===== src/rtl/vend_input_cond.sv =====
// vend_input_cond: conditions the five raw board buttons (nickel, dime,
// quarter, soda, diet) into clean, single-cycle, mutually exclusive request
// pulses for the vending FSM. Each button is synchronized, debounced and
// rise-detected into a pending flag. A small arbiter then issues the pending
// requests one at a time, in priority order, with a programmable idle gap
// between successive pulses.
module vend_input_cond #(
  parameter int DB_CYCLES  = 16,
  parameter int CNT_W      = 5,
  parameter int GAP_CYCLES = 2
) (
  input  logic CLK,
  input  logic rst,
  input  logic btn_ni,
  input  logic btn_di,
  input  logic btn_qu,
  input  logic btn_soda,
  input  logic btn_diet,
  input  logic en,
  output logic ni,
  output logic di,
  output logic qu,
  output logic soda,
  output logic diet,
  output logic lost
);

  localparam int NUM_BTN = 5;

  // Bit positions of each button inside the internal per-button vectors
  localparam int B_NI   = 0;
  localparam int B_DI   = 1;
  localparam int B_QU   = 2;
  localparam int B_SODA = 3;
  localparam int B_DIET = 4;

  typedef enum logic {
    ST_IDLE,
    ST_GAP
  } arb_state_e;

  logic [NUM_BTN-1:0] btn_raw;
  logic [NUM_BTN-1:0] s1;
  logic [NUM_BTN-1:0] s2;
  logic [NUM_BTN-1:0] db;
  logic [NUM_BTN-1:0] db_next;
  logic [NUM_BTN-1:0] rise;
  logic [NUM_BTN-1:0] pend;
  logic [NUM_BTN-1:0] pend_next;
  logic [NUM_BTN-1:0] grant;
  logic [NUM_BTN-1:0] pulse;
  logic               lost_set;
  logic [3:0]         gap_cnt;
  logic [3:0]         gap_cnt_next;
  arb_state_e         state;
  arb_state_e         state_next;

  assign btn_raw = {btn_diet, btn_soda, btn_qu, btn_di, btn_ni};

  // Two-flop synchronizer chain bringing the asynchronous buttons into CLK
  always_ff @(posedge CLK or negedge rst) begin
    if (!rst) begin
      s1 <= '0;
      s2 <= '0;
    end else begin
      s1 <= btn_raw;
      s2 <= s1;
    end
  end

  generate
    for (genvar i = 0; i < NUM_BTN; i++) begin : g_debounce
      logic [CNT_W-1:0] cnt;
      logic [CNT_W-1:0] cnt_next;
      logic             db_q;
      logic             db_d;

      // The debounced level only follows the synchronized input after it has
      // disagreed for DB_CYCLES consecutive edges; any agreement restarts it
      always_comb begin
        db_d     = db_q;
        cnt_next = '0;
        if (s2[i] == db_q) begin
          cnt_next = '0;
        end else if (cnt == CNT_W'(DB_CYCLES - 1)) begin
          db_d     = s2[i];
          cnt_next = '0;
        end else begin
          cnt_next = cnt + CNT_W'(1);
        end
      end

      // Debounced level and disagreement counter
      always_ff @(posedge CLK or negedge rst) begin
        if (!rst) begin
          db_q <= 1'b0;
          cnt  <= '0;
        end else begin
          db_q <= db_d;
          cnt  <= cnt_next;
        end
      end

      assign db[i]      = db_q;
      assign db_next[i] = db_d;
    end
  endgenerate

  // A rise is flagged on the same edge the debounced level goes 0 to 1
  assign rise = db_next & ~db;

  // Pending flags: flushed while disabled; a rise on an input whose earlier
  // request is still waiting (and not being granted now) is dropped and noted
  always_comb begin
    pend_next = '0;
    lost_set  = 1'b0;
    if (en) begin
      pend_next = (pend & ~grant) | rise;
      lost_set  = |(rise & pend & ~grant);
    end
  end

  // Pending flags, sticky lost flag and the registered request pulses
  always_ff @(posedge CLK or negedge rst) begin
    if (!rst) begin
      pend  <= '0;
      lost  <= 1'b0;
      pulse <= '0;
    end else begin
      pend  <= pend_next;
      pulse <= grant;
      if (lost_set) begin
        lost <= 1'b1;
      end
    end
  end

  // Arbiter state register and gap counter
  always_ff @(posedge CLK or negedge rst) begin
    if (!rst) begin
      state   <= ST_IDLE;
      gap_cnt <= '0;
    end else begin
      state   <= state_next;
      gap_cnt <= gap_cnt_next;
    end
  end

  // Arbiter next state: a grant opens a gap of GAP_CYCLES idle cycles, which
  // ends on the edge where the counter is seen at 1
  always_comb begin
    state_next   = state;
    gap_cnt_next = gap_cnt;
    case (state)
      ST_IDLE: begin
        if (|grant) begin
          gap_cnt_next = 4'(GAP_CYCLES);
          if (GAP_CYCLES > 0) begin
            state_next = ST_GAP;
          end
        end
      end
      ST_GAP: begin
        gap_cnt_next = gap_cnt - 4'd1;
        if (gap_cnt <= 4'd1) begin
          state_next = ST_IDLE;
        end
      end
      default: begin
        state_next = ST_IDLE;
      end
    endcase
  end

  // Arbiter output: one-hot grant of the highest priority pending request
  // (quarter, dime, nickel, soda, diet) while idle and enabled
  always_comb begin
    grant = '0;
    if (state == ST_IDLE && en) begin
      if (pend[B_QU]) begin
        grant[B_QU] = 1'b1;
      end else if (pend[B_DI]) begin
        grant[B_DI] = 1'b1;
      end else if (pend[B_NI]) begin
        grant[B_NI] = 1'b1;
      end else if (pend[B_SODA]) begin
        grant[B_SODA] = 1'b1;
      end else if (pend[B_DIET]) begin
        grant[B_DIET] = 1'b1;
      end
    end
  end

  assign ni   = pulse[B_NI];
  assign di   = pulse[B_DI];
  assign qu   = pulse[B_QU];
  assign soda = pulse[B_SODA];
  assign diet = pulse[B_DIET];

endmodule


===== config.mk =====
export PLATFORM = sky130hd
export DESIGN_NAME = vend_input_cond
export DESIGN_NICKNAME = d
export VERILOG_FILES = /design/src/rtl/vend_input_cond.sv
export SDC_FILE = /design/constraint.sdc
export NUM_CORES = 1
export LEC_CHECK = 0
export BUFFER_PORTS_ARGS = -buffer_cell sky130_fd_sc_hd__buf_2
export CORE_MARGIN = 4
export CORE_UTILIZATION = 35
export CTS_CLUSTER_SIZE = 24
export DETAILED_ROUTE_END_ITERATION = 10
export SYNTH_ARGS = -nofsm -noshare
export SYNTH_HDL_FRONTEND = slang
export SYNTH_SLANG_ARGS = --single-unit

===== constraint.sdc =====
create_clock -name CLK -period 1.8 [get_ports CLK]
set_input_delay 0.45 -clock CLK [delete_from_list [all_inputs] [get_ports CLK]]
set_output_delay 0.45 -clock CLK [all_outputs]
set_load 0.005 [all_outputs]

== Word-level counts from Yosys, hierarchy flattened ==
Cells that the tools add are included.

* Add/sub/neg operators: 6
* Magnitude comparators: 1
* Equal/unequal tests: 11
* Mux-type cells: 39
* Bitwise gates (word level): 8
* Reduce and logical (&&, ||, !) cells: 3

{| class="wikitable"
|+ Operators with widths
! kind !! count
|-
| $mux W5 || 12
|-
| $add A5 B1 Y5 const B || 5
|-
| $eq A5 B4 Y1 const B || 5
|-
| $and A5 B5 Y5 || 4
|-
| $mux W1 || 20
|-
| $not A5 Y5 || 2
|-
| $reduce_or A5 Y1 || 2
|-
| $mux W2 || 4
|-
| $pmux W4 S2 || 1
|-
| $eq A1 B1 Y1 || 5
|-
| $or A5 B5 Y5 || 1
|-
| $le A4 B1 Y1 const B || 1
|-
| $mux W4 || 1
|-
| $sub A4 B1 Y4 const B || 1
|-
| $ne A2 B2 Y1 const B || 1
|-
| $pmux W1 S2 || 1
|-
| $logic_and A1 B1 Y1 || 1
|-
| $not A1 Y1 || 1
|}

* Bits in registers: 56
* Bits of input ports: 8
* Logic and storage cells: 85

== Depth between registers and ports, before layout ==
* Depth after elaboration: 10
* Depth in mapped cells: 5
* Gate-level depth less buffers: 5

== Worst setup path after synthesis ==
No wires, ideal clock.

* Path type: input to register
* From: input en
* To: register lost
* Library setup time: 139 ps
* Data arrival time: 1305 ps
* Data required time: 1661 ps
* Slack: 356 ps
* Stages: 4
* Path through: or3b_1 a41oi_2 o221a_1 a41oi_1

* Cells in the longest elaborated chain, start to end: 6

{| class="wikitable"
|+ Ends and longest elaborated chain
! element !! RTL line !! source
|-
| start, declared || 19 || <nowiki>input logic en,</nowiki>
|-
| $logic_and A1 B1 Y1 || 179 || <nowiki>if (state == ST_IDLE && en) begin</nowiki>
|-
| $mux W5 || 179 ||
|-
| $not A5 Y5 || 119 || <nowiki>lost_set = |(rise & pend & ~grant);</nowiki>
|-
| $and A5 B5 Y5 || 119 ||
|-
| $reduce_or A5 Y1 || 119 ||
|-
| $mux W1 (*) || 117 || <nowiki>if (en) begin</nowiki>
|-
| end signal, assigned || 127 || <nowiki>lost <= 1'b0;</nowiki>
|-
| end signal, assigned || 133 || <nowiki>lost <= 1'b1;</nowiki>
|-
| end, declared || 25 || <nowiki>output logic lost</nowiki>
|}

Mark *: on every way between the ends. The rest lies on a longest branch, timed or not.
A chain may end at the register's enable or synchronous reset.

== Worst setup path in the final report ==
* From: register pend[2]
* To: register lost

* Cells in the longest elaborated chain, start to end: 6

{| class="wikitable"
|+ Ends and longest elaborated chain
! element !! RTL line !! source
|-
| start, declared || 48 || <nowiki>logic [NUM_BTN-1:0] pend;</nowiki>
|-
| start signal, assigned || 130 || <nowiki>pend <= pend_next;</nowiki>
|-
| $mux W2 or $mux W1 (tied branches) || 180 || <nowiki>if (pend[B_QU]) begin</nowiki>
|-
| $mux W5 || 179 ||
|-
| $not A5 Y5 || 119 ||
|-
| $and A5 B5 Y5 (*) || 119 ||
|-
| $reduce_or A5 Y1 (*) || 119 ||
|-
| $mux W1 (*) || 117 ||
|}

Marks and branches as above.

==> summary.md <==
| Metric | Value |
|---|---|
| Status | `completed` |
| Share of power burned in registers | `0.543` |
| Die width | `88.7 um` |
| Period minus WS final | `1.56 ns` |
| Clock power frac | `0.338` |
| Worst-case clock buffer depth | `2` |
| Worst-path clk slew | `0.10 ns` |
| Post-DR wirelength/cell | `12.2 um` |
| Net count, final | `226` |
| First-pass GRT wire length | `6410 um` |
| DIE AREA | `0.00786 mm2` |
| Final-report max-slew violation count | `0` |
| P_sw | `630 uW` |
| Share of flip-flops with an asynchronous set or reset | `1.00` |
| Clock latency on the worst-skew pair | `0.31 ns` |
| Setup violations, final | `0` |
| CP Capture Type | `flip-flop` |
| Final wirelength | `3530 um` |
| RSZ-0062 raised after global routing | `no` |
| Ant diodes | `0` |
| Cell row count | `29` |
| Worst Hold Class | `input port to async pin` |
| Syn Nets | `205` |
| Post-CTS setup buffers | `0` |
| Worst slew pin tran | `0.419 ns` |
| H-tree depth | `2` |
| DR vias/cell | `4.84` |
| Fin Clk Skew | `0.00679 ns` |
| Ratio of cells with drive above 1 in the final layout | `0.142` |
| Slew HR | `0.719` |
| Fin. Hold Viols | `0` |
| Number of synthesized flops with an enable pin | `0` |
| Hold buffer count at CTS | `0` |
| Period utilization | `0.865` |
| Routability Congestion | `0.789` |
| Post-synth cell types | `31` |
| I/O pins | `14` |
| Sw Share | `0.241` |
| Internal reg-to-reg setup slack | `0.24 ns` |
| Total track usage | `0.104` |
| TritonCTS Buffers | `5` |
| Root buf cell | `clkbuf_8` |
| Core ar. | `0.00635 mm2` |
| CTS tree | `yes` |
| Synth cell count leaders | `dfrtp_1 (56), nor2_1 (21), xor2_1 (11), inv_1 (9)` |
| Clk sinks | `56` |
| Crit-path max FO | `6` |
| Initial Util | `0.359` |
| I/O Buffers | `13` |
| Synth area leaders | `dfrtp_1 (62%), xor2_1 (4.2%), ha_1 (3.8%)` |
| CP required | `1.98 ns` |
| Internal power of the cells | `1980 uW` |
| PwrDens | `1010 mW/mm2` |
| Top-count cell post-synth | `dfrtp_1` |
| Cells after Synth | `190` |
| Synth top area share | `0.615` |
| Multi-input gate area | `838 um2` |
| Vias | `1399` |
| Flops & latches, synth | `56` |
| Antenna violations before repair | `0` |
| Area Overhead vs Synth | `13.7%` |
| Synth warn | `0` |
| Routed Antenna Nets | `0` |
| Largest net degree at the start of global routing | `42` |
| GRT overflow | `0` |
| MaxCap Viol Count | `0` |
| Critical Path Start Type | `flip-flop` |
| Drt first pass iters | `4` |
| Comb pwr share | `0.119` |
| Fillcell total | `614` |
| Util after Layout | `0.408` |
| Setup_tns | `0 ns` |
| Hpwl dp | `2460 um` |
| Register area | `0.00140 mm2` |
| # DRC | `0` |
| Syn avg cell area | `12.0 um2` |
| Register area share after synthesis | `0.615` |
| Max IR drop VDD | `510 uV` |
| DRT iter0 DRCs | `87` |
| Synth Cell Area | `0.00228 mm2` |
| Vias in the first global route | `1424` |
| Post-CTS sizing | `0` |
| Fmax | `642 MHz` |
| Leak Pwr | `0.00126 uW` |
| Crit path kind | `flip-flop to flip-flop` |
| Critical Path AT | `1.74 ns` |
| Die height | `88.7 um` |
| Main synth FF type | `dfrtp_1` |
| Synth area leader | `dfrtp_1` |
layout make-up:
cell class              count  share of cell area
inverters                   9              0.0130
repair buffers             15              0.0358
clock inverters             1              0.0116
multi-input cells         124               0.324
well taps                  77              0.0372
flip-flops and latches     56               0.541
clock buffers               7              0.0372
per-layer routing:
layer / GRT usage / up-vias / part of all wire
met3: 0.0279 / 7 / 0.035
met1: 0.134 / 679 / 0.49
met5: 0 / - / 0
li1: - / 697 / -
met4: 0.0412 / 0 / 0.017
met2: 0.166 / 16 / 0.46
worst max-delay path, cell delays in order (launching register included):
cell     delay (ns)
dfrtp_1        0.45
or3b_1         0.47
a41oi_2        0.22
o221a_1        0.19
a41oi_1        0.09
path summary, 6_finish.rpt:
path	start	endpoint	cells after the start
max	pend[2]	lost	4
min	rst	s1[0]	1
max reg2reg	pend[2]	lost	4
min reg2reg	s1[2]	s2[2]	0
max in group asynchronous	rst	s2[3]	2
min in group CLK	btn_di	s1[1]	1
metrics by stage:
step	worst slack, ns	hold slack (ns)	total power (uW)	area [um2]	cells
4_1_cts	0.243	0.0570	2650	2590	289
6_report	0.243	0.0516	2610	2590	289
5_1_grt	0.180	0.0610	2770	2590	289
3_3_place_gp	0.185	0.332	1750	2460	281
3_5_place_dp	0.134	0.336	1760	2460	281
2_1_floorplan	0.356	0.154	1650	2280	190
cells in the final DEF (no fill, tap or decap), types with 2 or more instances in the layout:
cell and count:
nor3b_1 3, a22oi_1 2, inv_1 9, mux2_2 6, dfrtp_1 56, nor3_1 5, buf_2 13, a21oi_1 8
xnor2_1 4, nand3b_1 2, xor2_1 11, nand2_1 8, and2_1 4, and3_1 4, nand3_1 8, nor2_1 21
nor2b_1 6, o21ai_0 7, clkbuf_8 7, ha_1 7, a31oi_1 2, a22o_1 2, and4b_1 5
kinds of logic (layout without fill, tap and decap cells):
family | after synthesis | in the layout | synth area share
flip-flops | 56 | 56 | 0.615
XOR/XNOR | 15 | 15 | 0.0577
buffers and inverters | 10 | 32 | 0.0165
adder cells (fa/ha/maj) | 7 | 7 | 0.0385
multiplexers | 6 | 6 | 0.0297
AND/OR/NAND/NOR | 69 | 69 | 0.164
AO/OA/AOI/OAI | 27 | 27 | 0.0786
power groups by stage:
stage	clock network [uW]	registers [uW]	logic [uW]
detailed placement	0	1440	316
floorplan	0	1430	227
finish	881	1420	310
CTS	917	1420	317
global placement	0	1440	306
global route	975	1430	359
state kept, by name (all words and copies together), names as in the netlist:
name and cells:
pulse 5, g_debounce.cnt 25, s2 5, lost 1, state 1, g_debounce.db_q 5
pend 5, s1 5, gap_cnt 4
(Power assumes the default switching activity.)
